===== config.mk =====
export PLATFORM = sky130hd
export DESIGN_NAME = traveler_target_decoder
export DESIGN_NICKNAME = d
export VERILOG_FILES = /design/src/rtl/traveler_target_decoder.sv
export SDC_FILE = /design/constraint.sdc
export NUM_CORES = 1
export LEC_CHECK = 0
export ABC_AREA = 1
export BUFFER_PORTS_ARGS = -buffer_cell sky130_fd_sc_hd__buf_4
export CORE_ASPECT_RATIO = 0.8
export CORE_UTILIZATION = 35
export DETAILED_ROUTE_END_ITERATION = 12
export SYNTH_ARGS = -nofsm -noshare
export SYNTH_HDL_FRONTEND = slang
export SYNTH_SLANG_ARGS = --single-unit

===== constraint.sdc =====
create_clock -name clk -period 3.7 [get_ports clk]
set_clock_uncertainty 0.2 [all_clocks]
set_input_delay 0.555 -clock clk [delete_from_list [all_inputs] [get_ports clk]]
set_output_delay 0.555 -clock clk [all_outputs]
set_load 0.02 [all_outputs]

===== src/rtl/traveler_target_decoder.sv =====
// -----------------------------------------------------------------------------
// traveler_target_decoder
//
// Receiving end of the target-machine select channel. The 8-bit frame bus
// carries {b7=0, id[4:0], channel[1:0]}. Each new frame value is debounced.
// Settled frames on our channel are classified as one of: ignore (clears the
// target), illegal (error pulse), duplicate (no event) or a new target. A new
// target id is offered to the game logic over a valid/ready handshake.
//
// Ports
//   clk            system clock
//   rst            synchronous reset, active-high
//   data_in  [7:0] frame bus {b7, id[4:0], channel[1:0]}
//   tgt_ready      consumer accepts tgt_id this cycle
//   tgt_valid      tgt_id holds a new target that has not been accepted yet
//   tgt_id   [4:0] target id offered with tgt_valid
//   cur_target[4:0] last decoded legal id (0 when inactive)
//   target_active  cur_target is meaningful
//   err_frame      one-cycle pulse: frame on our channel but illegal
//   frame_cnt[7:0] accepted handshakes, saturating at 255
//
// state  | meaning
// -------+----------------------------------------------------------------
// IDLE   | waiting for a settled frame or for a frame parked in pending
// DECODE | classifying dec_frame; updates the target registers
// HOLD   | tgt_valid high, waiting for tgt_ready
// -----------------------------------------------------------------------------
module traveler_target_decoder #(
   parameter int unsigned STABLE_CNT       = 4,
   parameter int unsigned SELECT_VALUE_MAX = 20,
   parameter logic [1:0]  CHANNEL_TARGET   = 2'b11,
   parameter logic [7:0]  SELECT_IGNORE    = 8'h03
) (
   input  logic       clk,
   input  logic       rst,
   input  logic [7:0] data_in,
   input  logic       tgt_ready,
   output logic       tgt_valid,
   output logic [4:0] tgt_id,
   output logic [4:0] cur_target,
   output logic       target_active,
   output logic       err_frame,
   output logic [7:0] frame_cnt
);

   localparam int unsigned CW = (STABLE_CNT > 1) ? $clog2(STABLE_CNT) : 1;
   localparam logic [CW-1:0] STAB_LAST = CW'(STABLE_CNT - 1);

   localparam logic [1:0] ST_IDLE   = 2'd0;
   localparam logic [1:0] ST_DECODE = 2'd1;
   localparam logic [1:0] ST_HOLD   = 2'd2;

   logic [1:0]    state;
   logic [7:0]    prev_data;
   logic [CW-1:0] stab_cnt;
   logic          settled;
   logic          settle;
   logic [7:0]    dec_frame;
   logic          pend_valid;
   logic [7:0]    pend_frame;

   // ---------------------------------------------------------------------------
   // Debounce. The settle pulse is combinational so the FSM can capture the
   // frame on the same edge that marks it settled; the settled flag keeps a
   // value from settling twice.
   // ---------------------------------------------------------------------------
   assign settle = (data_in == prev_data) && !settled && (stab_cnt == STAB_LAST);

   always_ff @(posedge clk) begin
      if (rst) begin
         prev_data <= 8'h00;
         stab_cnt  <= '0;
         settled   <= 1'b0;
      end else begin
         prev_data <= data_in;
         if (data_in != prev_data) begin
            stab_cnt <= '0;
            settled  <= 1'b0;
         end else if (!settled) begin
            if (stab_cnt == STAB_LAST) begin
               settled <= 1'b1;
            end else begin
               stab_cnt <= stab_cnt + CW'(1);
            end
         end
      end
   end

   // ---------------------------------------------------------------------------
   // Frame classification of the frame being decoded
   // ---------------------------------------------------------------------------
   logic [4:0] dec_id;
   logic       on_channel;
   logic       is_ignore;
   logic       is_illegal;
   logic       is_dup;

   always_comb begin
      dec_id     = dec_frame[6:2];
      on_channel = (dec_frame[1:0] == CHANNEL_TARGET);
      is_ignore  = (dec_frame == SELECT_IGNORE);
      is_illegal = dec_frame[7] || (32'(dec_id) > SELECT_VALUE_MAX);
      is_dup     = target_active && (dec_id == cur_target);
   end

   // ---------------------------------------------------------------------------
   // Control FSM, pending slot and output registers
   // ---------------------------------------------------------------------------
   always_ff @(posedge clk) begin
      if (rst) begin
         state         <= ST_IDLE;
         dec_frame     <= 8'h00;
         pend_valid    <= 1'b0;
         pend_frame    <= 8'h00;
         tgt_valid     <= 1'b0;
         tgt_id        <= 5'd0;
         cur_target    <= 5'd0;
         target_active <= 1'b0;
         err_frame     <= 1'b0;
         frame_cnt     <= 8'd0;
      end else begin
         err_frame <= 1'b0;
         case (state)
            ST_IDLE: begin
               // A parked frame is older than anything settling now, so it
               // goes first and the fresh one takes its place in the slot.
               if (pend_valid) begin
                  dec_frame <= pend_frame;
                  state     <= ST_DECODE;
                  if (settle) begin
                     pend_frame <= prev_data;
                  end else begin
                     pend_valid <= 1'b0;
                  end
               end else if (settle) begin
                  dec_frame <= prev_data;
                  state     <= ST_DECODE;
               end
            end

            ST_DECODE: begin
               if (settle) begin
                  pend_valid <= 1'b1;
                  pend_frame <= prev_data;
               end
               state <= ST_IDLE;
               if (on_channel) begin
                  if (is_ignore) begin
                     cur_target    <= 5'd0;
                     target_active <= 1'b0;
                  end else if (is_illegal) begin
                     err_frame <= 1'b1;
                  end else if (!is_dup) begin
                     cur_target    <= dec_id;
                     target_active <= 1'b1;
                     tgt_id        <= dec_id;
                     tgt_valid     <= 1'b1;
                     state         <= ST_HOLD;
                  end
               end
            end

            ST_HOLD: begin
               // Newer settles overwrite the slot; only the latest survives.
               if (settle) begin
                  pend_valid <= 1'b1;
                  pend_frame <= prev_data;
               end
               if (tgt_valid && tgt_ready) begin
                  tgt_valid <= 1'b0;
                  state     <= ST_IDLE;
                  if (frame_cnt != 8'hFF) begin
                     frame_cnt <= frame_cnt + 8'd1;
                  end
               end
            end

            default: begin
               state <= ST_IDLE;
            end
         endcase
      end
   end

endmodule


==> flow_summary.ini, run 1 <==
[critical_path]
crit_type = flop to flop
rr_endpoint = pend_frame[6]
crit_required_ns = 3.67
ff2ff_path_depth = 7
r2r_setup_slack_ns = 1.54
endpoint_kind = flop
crit_fanout = 14
arrival_ns = 2.13
worst_setup_path_start_kind = flop
r2r-start = state[1]

[timing]
layout_min_cycle_time_ns = 2.16
tns_ns = 0
relSlewSlack = 0.633
hold_violations = 0
rsz0062_at_grt = false
max_clock_freq_mhz = 464
whs_ns = 0.266
maxSlewViolCount = 0
fin_crit_sh = 0.583
worstMarginPinSlew_ns = 0.550
final-setup-viol-count = 0

[route]
routed_wl_microns = 4980
vias_per_cell = 4.82
topRoutingLayerUsed = met4
met1_length_microns = 2620
remaining_drc_errors = 0
wl_met2_microns = 2120
wl_per_cell_microns = 11.6
drtAntennaViolNets = 0
vias = 2069
first_pass_iters = 4
drt_iter0_drc = 81
met3_wirelength_microns = 171

[hold_path]
holdPathEnd = pend_frame[7]
hp-start = pend_frame[7]
holdPathStages = 2
holdCritPathClass = flop to flop

[cts]
htree_levels = 2
cts_hold_buf = 0
ctsResizeCount = 0
ctsLongestPathBuffers = 2
cts.clk_slew.worst_paths_ns = 0.09
cts_tree = built
insertion_delay_ns = 0.30
clock-root-buffer = clkbuf_8
clock-sinks = 51
numCtsBuffers = 5
cts_setup_buffers = 0

[logic_synthesis]
ys_seq_area_frac = 0.428
synth.largest_area_cell = dfxtp_1
synth_most_common_cell = nand2_1
synth.top_cells.by_count = 74 x nand2_1, 51 x dfxtp_1, 40 x a21oi_1
yosys_most_used_dff = dfxtp_1
yosys-top-cells-area = dfxtp_1 43%, nand2_1 12%, a21oi_1 8.4%
synth_top_cell_area_share = 0.428
yosys_warnings = 0
synthCells = 316
syn_nets = 332
synth-edff-count = 0
async_flop_share = 0
synth_area_per_cell_sq_um = 7.55
syn_area_sq_um = 2380
ys_seq_elements = 51
synthDistinctLibCells = 35

[die]
core.rowCount = 26
coreArea_sq_um = 6470
fp.dieW_microns = 94.3
die_area_sq_um = 7150
num_io_pins = 32
initial_core_util = 0.368
die_h_microns = 75.8

[finish]
area_growth_syn_to_layout_pct = 15.6
nNetsFinal = 362
stdcell_area_sq_um = 2760
instances_no_fill = 429
drive_gt1_frac = 0.171
post-route-util = 0.426
antenna_cells = 0

[grt]
overflow = 0
grt_pass1_wl_microns = 8400
grtUsageTotal = 0.151
grt_max_degree = 36
grt_antenna_before_repair = 0
grt_pass1_vias = 1893

[placement]
dp_hpwl_microns = 3730
gp_congestion = 0.802
portBuffers = 31
placed_area_sq_um = 2680
dpl.cell_count = 423

[pwr]
irDropWorstVdd_mv = 0.211
power_leakage_nw = 1.09
p_per_area_nw_per_um2 = 340

[outcome]
status = completed

[job]
cap_violations = 0
-- cell type report --
cell class	instances	area, sq um
Clock buffer	6	72.6
Timing Repair Buffer	31	233
Fill cell	666	3720
Tap cell	84	105
Inverter	36	135
Sequential cell	51	1020
Multi-Input combinational cell	221	1190
-- state kept, by name, summed over array words and instances (netlist names) --
name / count
pend_valid: 1
state: 2
target_active: 1
settled: 1
tgt_id: 5
frame_cnt: 8
prev_data: 8
stab_cnt: 2
tgt_valid: 1
dec_frame: 8
err_frame: 1
cur_target: 5
pend_frame: 8
-- through the flow --
step,power (mW),setup WS (ns)
finish,0.937,1.54
global route,0.977,1.38
CTS,0.950,1.56
detailed placement,0.652,1.57
global placement,0.650,1.64
floorplan,0.628,1.98
-- critical path: stages (launching register included) --
cell and delay (ns):
dfxtp_1 0.34, inv_1 0.08, ha_1 0.50, nor2_1 0.14, a21oi_2 0.42, nand3_4 0.18
nand2_1 0.10, a21oi_1 0.06
-- logic make-up after synthesis --
kind of cell | after synthesis | synth area share
XOR/XNOR | 7 | 0.0257
buffers and inverters | 44 | 0.0729
AO/OA/AOI/OAI | 52 | 0.118
AND/OR/NAND/NOR | 153 | 0.312
adder cells (fa/ha/maj) | 5 | 0.0262
flip-flops | 51 | 0.428
multiplexers | 4 | 0.0168
-- power by group --
part | internal, mW | total [mW] | switching (mW) | leakage [nW]
registers | 0.556 | 0.563 | 0.00701 | 0.413
clock network | 0.127 | 0.299 | 0.172 | 0.0371
logic | 0.0283 | 0.0754 | 0.0471 | 0.640
total | 0.711 | 0.937 | 0.226 | 1.09
-- routing by layer --
| layer | vias up | track usage |
|---|---|---|
| li1 | 1084 | - |
| met1 | 949 | 0.204 |
| met2 | 28 | 0.238 |
| met3 | 8 | 0.0309 |
| met4 | 0 | 0.0615 |
| met5 | - | 0 |
-- placed cells by master (no fill, tap or decap), drive strengths merged --
cell type,n
and2,1
xor2,1
nor4,1
mux2i,4
a221oi,1
nand3,24
dfxtp,51
nor2,32
clkbuf,6
ha,5
xnor2,6
o21a,1
buf,31
o21ai,8
inv,36
nand2,80
and3,1
nor3,4
nor3b,1
nand4,9
a21oi,42
-- worst max-delay path by stage --
| stage | from | endpoint | slack [ns] | cells after the start |
|---|---|---|---|---|
| floorplan | frame_cnt[0] | frame_cnt[7] | 1.98 | 9 |
| global placement | state[1] | pend_frame[1] | 1.64 | 7 |
| detailed placement | data_in[4] | pend_frame[3] | 1.57 | 10 |
| CTS | state[1] | pend_frame[6] | 1.56 | 7 |
| global route | state[0] | pend_frame[6] | 1.38 | 7 |
| finish | state[1] | pend_frame[6] | 1.54 | 7 |
Power figures use the tool's default switching activity.
==> run 2: changes to the inputs <==
Clock period 3.7 ns to 2.13 ns, I/O delays scaled along.
==> run 2 against run 1 <==
Clock power up 74%. Register-to-register slack got worse by 1.2 ns. Sequential cell count did not move. Core utilization increased by 0.23 points. Wire length is 2.7% lower. First-iteration DRC count increased by 11%. Largest power group unchanged.
==> flow_summary.ini, run 2 (same netlist as run 1, synthesis figures left out) <==
[timing]
fin_crit_sh = 0.857
maxSlewViolCount = 0
worstMarginPinSlew_ns = 0.482
tns_ns = 0
rsz0062_at_grt = false
max_clock_freq_mhz = 548
hold_violations = 0
final-setup-viol-count = 0
layout_min_cycle_time_ns = 1.82
relSlewSlack = 0.679

[critical_path]
worst_setup_path_start_kind = flop
crit_required_ns = 2.11
ff2ff_path_depth = 7
r2r-start = state[1]
arrival_ns = 1.80
rr_endpoint = pend_frame[3]
slowest_stage = a21oi_2
cp_cell_sequence = inv_1 > ha_1 > nor2_1 > a21oi_2 > nand3_4 > nand2_1 > a21oi_1
crit_fanout = 9
crit_type = flop to flop
r2r_setup_slack_ns = 0.31
slowest_delay_ns = 0.38
endpoint_kind = flop

[pwr]
power_leakage_nw = 1.10
irDropWorstVdd_mv = 0.336
p_per_area_nw_per_um2 = 588

[die]
num_io_pins = 32
die_h_microns = 75.8
core.rowCount = 26
fp.dieW_microns = 94.3
initial_core_util = 0.368
coreArea_sq_um = 6470
die_area_sq_um = 7150

[job]
cap_violations = 0

[cts]
numCtsBuffers = 5
clock-sinks = 51
htree_levels = 2
cts_tree = built
cts_setup_buffers = 0
cts.clk_slew.worst_paths_ns = 0.09
clock-root-buffer = clkbuf_8
ctsLongestPathBuffers = 2
cts_hold_buf = 0
ctsResizeCount = 0
insertion_delay_ns = 0.30

[finish]
stdcell_area_sq_um = 2770
antenna_cells = 0
drive_gt1_frac = 0.176
nNetsFinal = 364
area_growth_syn_to_layout_pct = 16.2
layout_commonest_cell = nand2_1
layout_common_cells = 74 x nand2_1, 51 x dfxtp_1, 40 x a21oi_1

[route]
drtAntennaViolNets = 0
vias_per_cell = 4.73
wl_per_cell_microns = 11.2
first_pass_iters = 4
drt_iter0_drc = 90
vias = 2037
remaining_drc_errors = 0
routed_wl_microns = 4850

[outcome]
status = completed

[placement]
placed_area_sq_um = 2700
gp_congestion = 0.752
portBuffers = 31
dp_hpwl_microns = 3630

[hold_path]
holdPathStages = 3
holdCritPathClass = primary input to flop
holdPathEnd = prev_data[0]
hp-start = data_in[0]

[grt]
grt_pass1_vias = 1714
grt_pass1_wl_microns = 7860
grt_max_degree = 36
grt_antenna_before_repair = 0
grtUsageTotal = 0.142
overflow = 0
run 2: cell count changes in the layout (fill, tap and decap cells not counted):
cell,delta
buf_4,+2
run 2: final cells by class:
class / instances / area, sq um
inverter: 36 / 135
fill: 642 / 3700
tap: 84 / 105
timing repair buffer: 33 / 248
clock buffer: 6 / 72.6
multi-input combinational: 221 / 1190
sequential: 51 / 1020
run 2: critical path: cells and delay by family, from the launching register on:
family	cells	cell delay [ns]
flip-flops	1	0.37
AO/OA/AOI/OAI	2	0.44
buffers and inverters	1	0.08
adder cells (fa/ha/maj)	1	0.29
AND/OR/NAND/NOR	3	0.33
run 2: where the power goes:
| part | internal [mW] | switching [mW] | total (mW) |
|---|---|---|---|
| sequential | 0.966 | 0.0121 | 0.978 |
| clock | 0.220 | 0.300 | 0.520 |
| combinational | 0.0513 | 0.0811 | 0.132 |
run 2: per-stage QoR:
step	cells	hold slack [ns]	setup WS [ns]	util	total power, mW
global route	431	0.0340	0.154	0.428	1.72
floorplan	316	0.226	0.412	-	1.09
detailed placement	425	0.255	0.246	0.417	1.13
global placement	425	0.249	0.311	0.417	1.13
CTS	431	0.0259	0.295	0.428	1.65
finish	431	0.0309	0.305	0.428	1.63
run 2: worst max path at each step:
| stage | startpoint | endpoint | slack [ns] | cells after the start |
|---|---|---|---|---|
| floorplan | frame_cnt[0] | frame_cnt[7] | 0.41 | 9 |
| global placement | data_in[7] | pend_frame[1] | 0.31 | 8 |
| detailed placement | data_in[6] | pend_frame[3] | 0.25 | 8 |
| CTS | prev_data[7] | pend_frame[3] | 0.30 | 7 |
| global route | prev_data[4] | pend_frame[3] | 0.15 | 9 |
| finish | state[1] | pend_frame[3] | 0.31 | 7 |
run 2: layer usage:
layer / part of all wire / track usage / wire length, microns / up-vias
met5: 0 / 0 / 0 / -
met2: 0.41 / 0.209 / 2000 / 28
met1: 0.55 / 0.204 / 2640 / 913
met4: 0.0031 / 0.0256 / 15 / 0
li1: - / - / - / 1094
met3: 0.039 / 0.0439 / 188 / 2
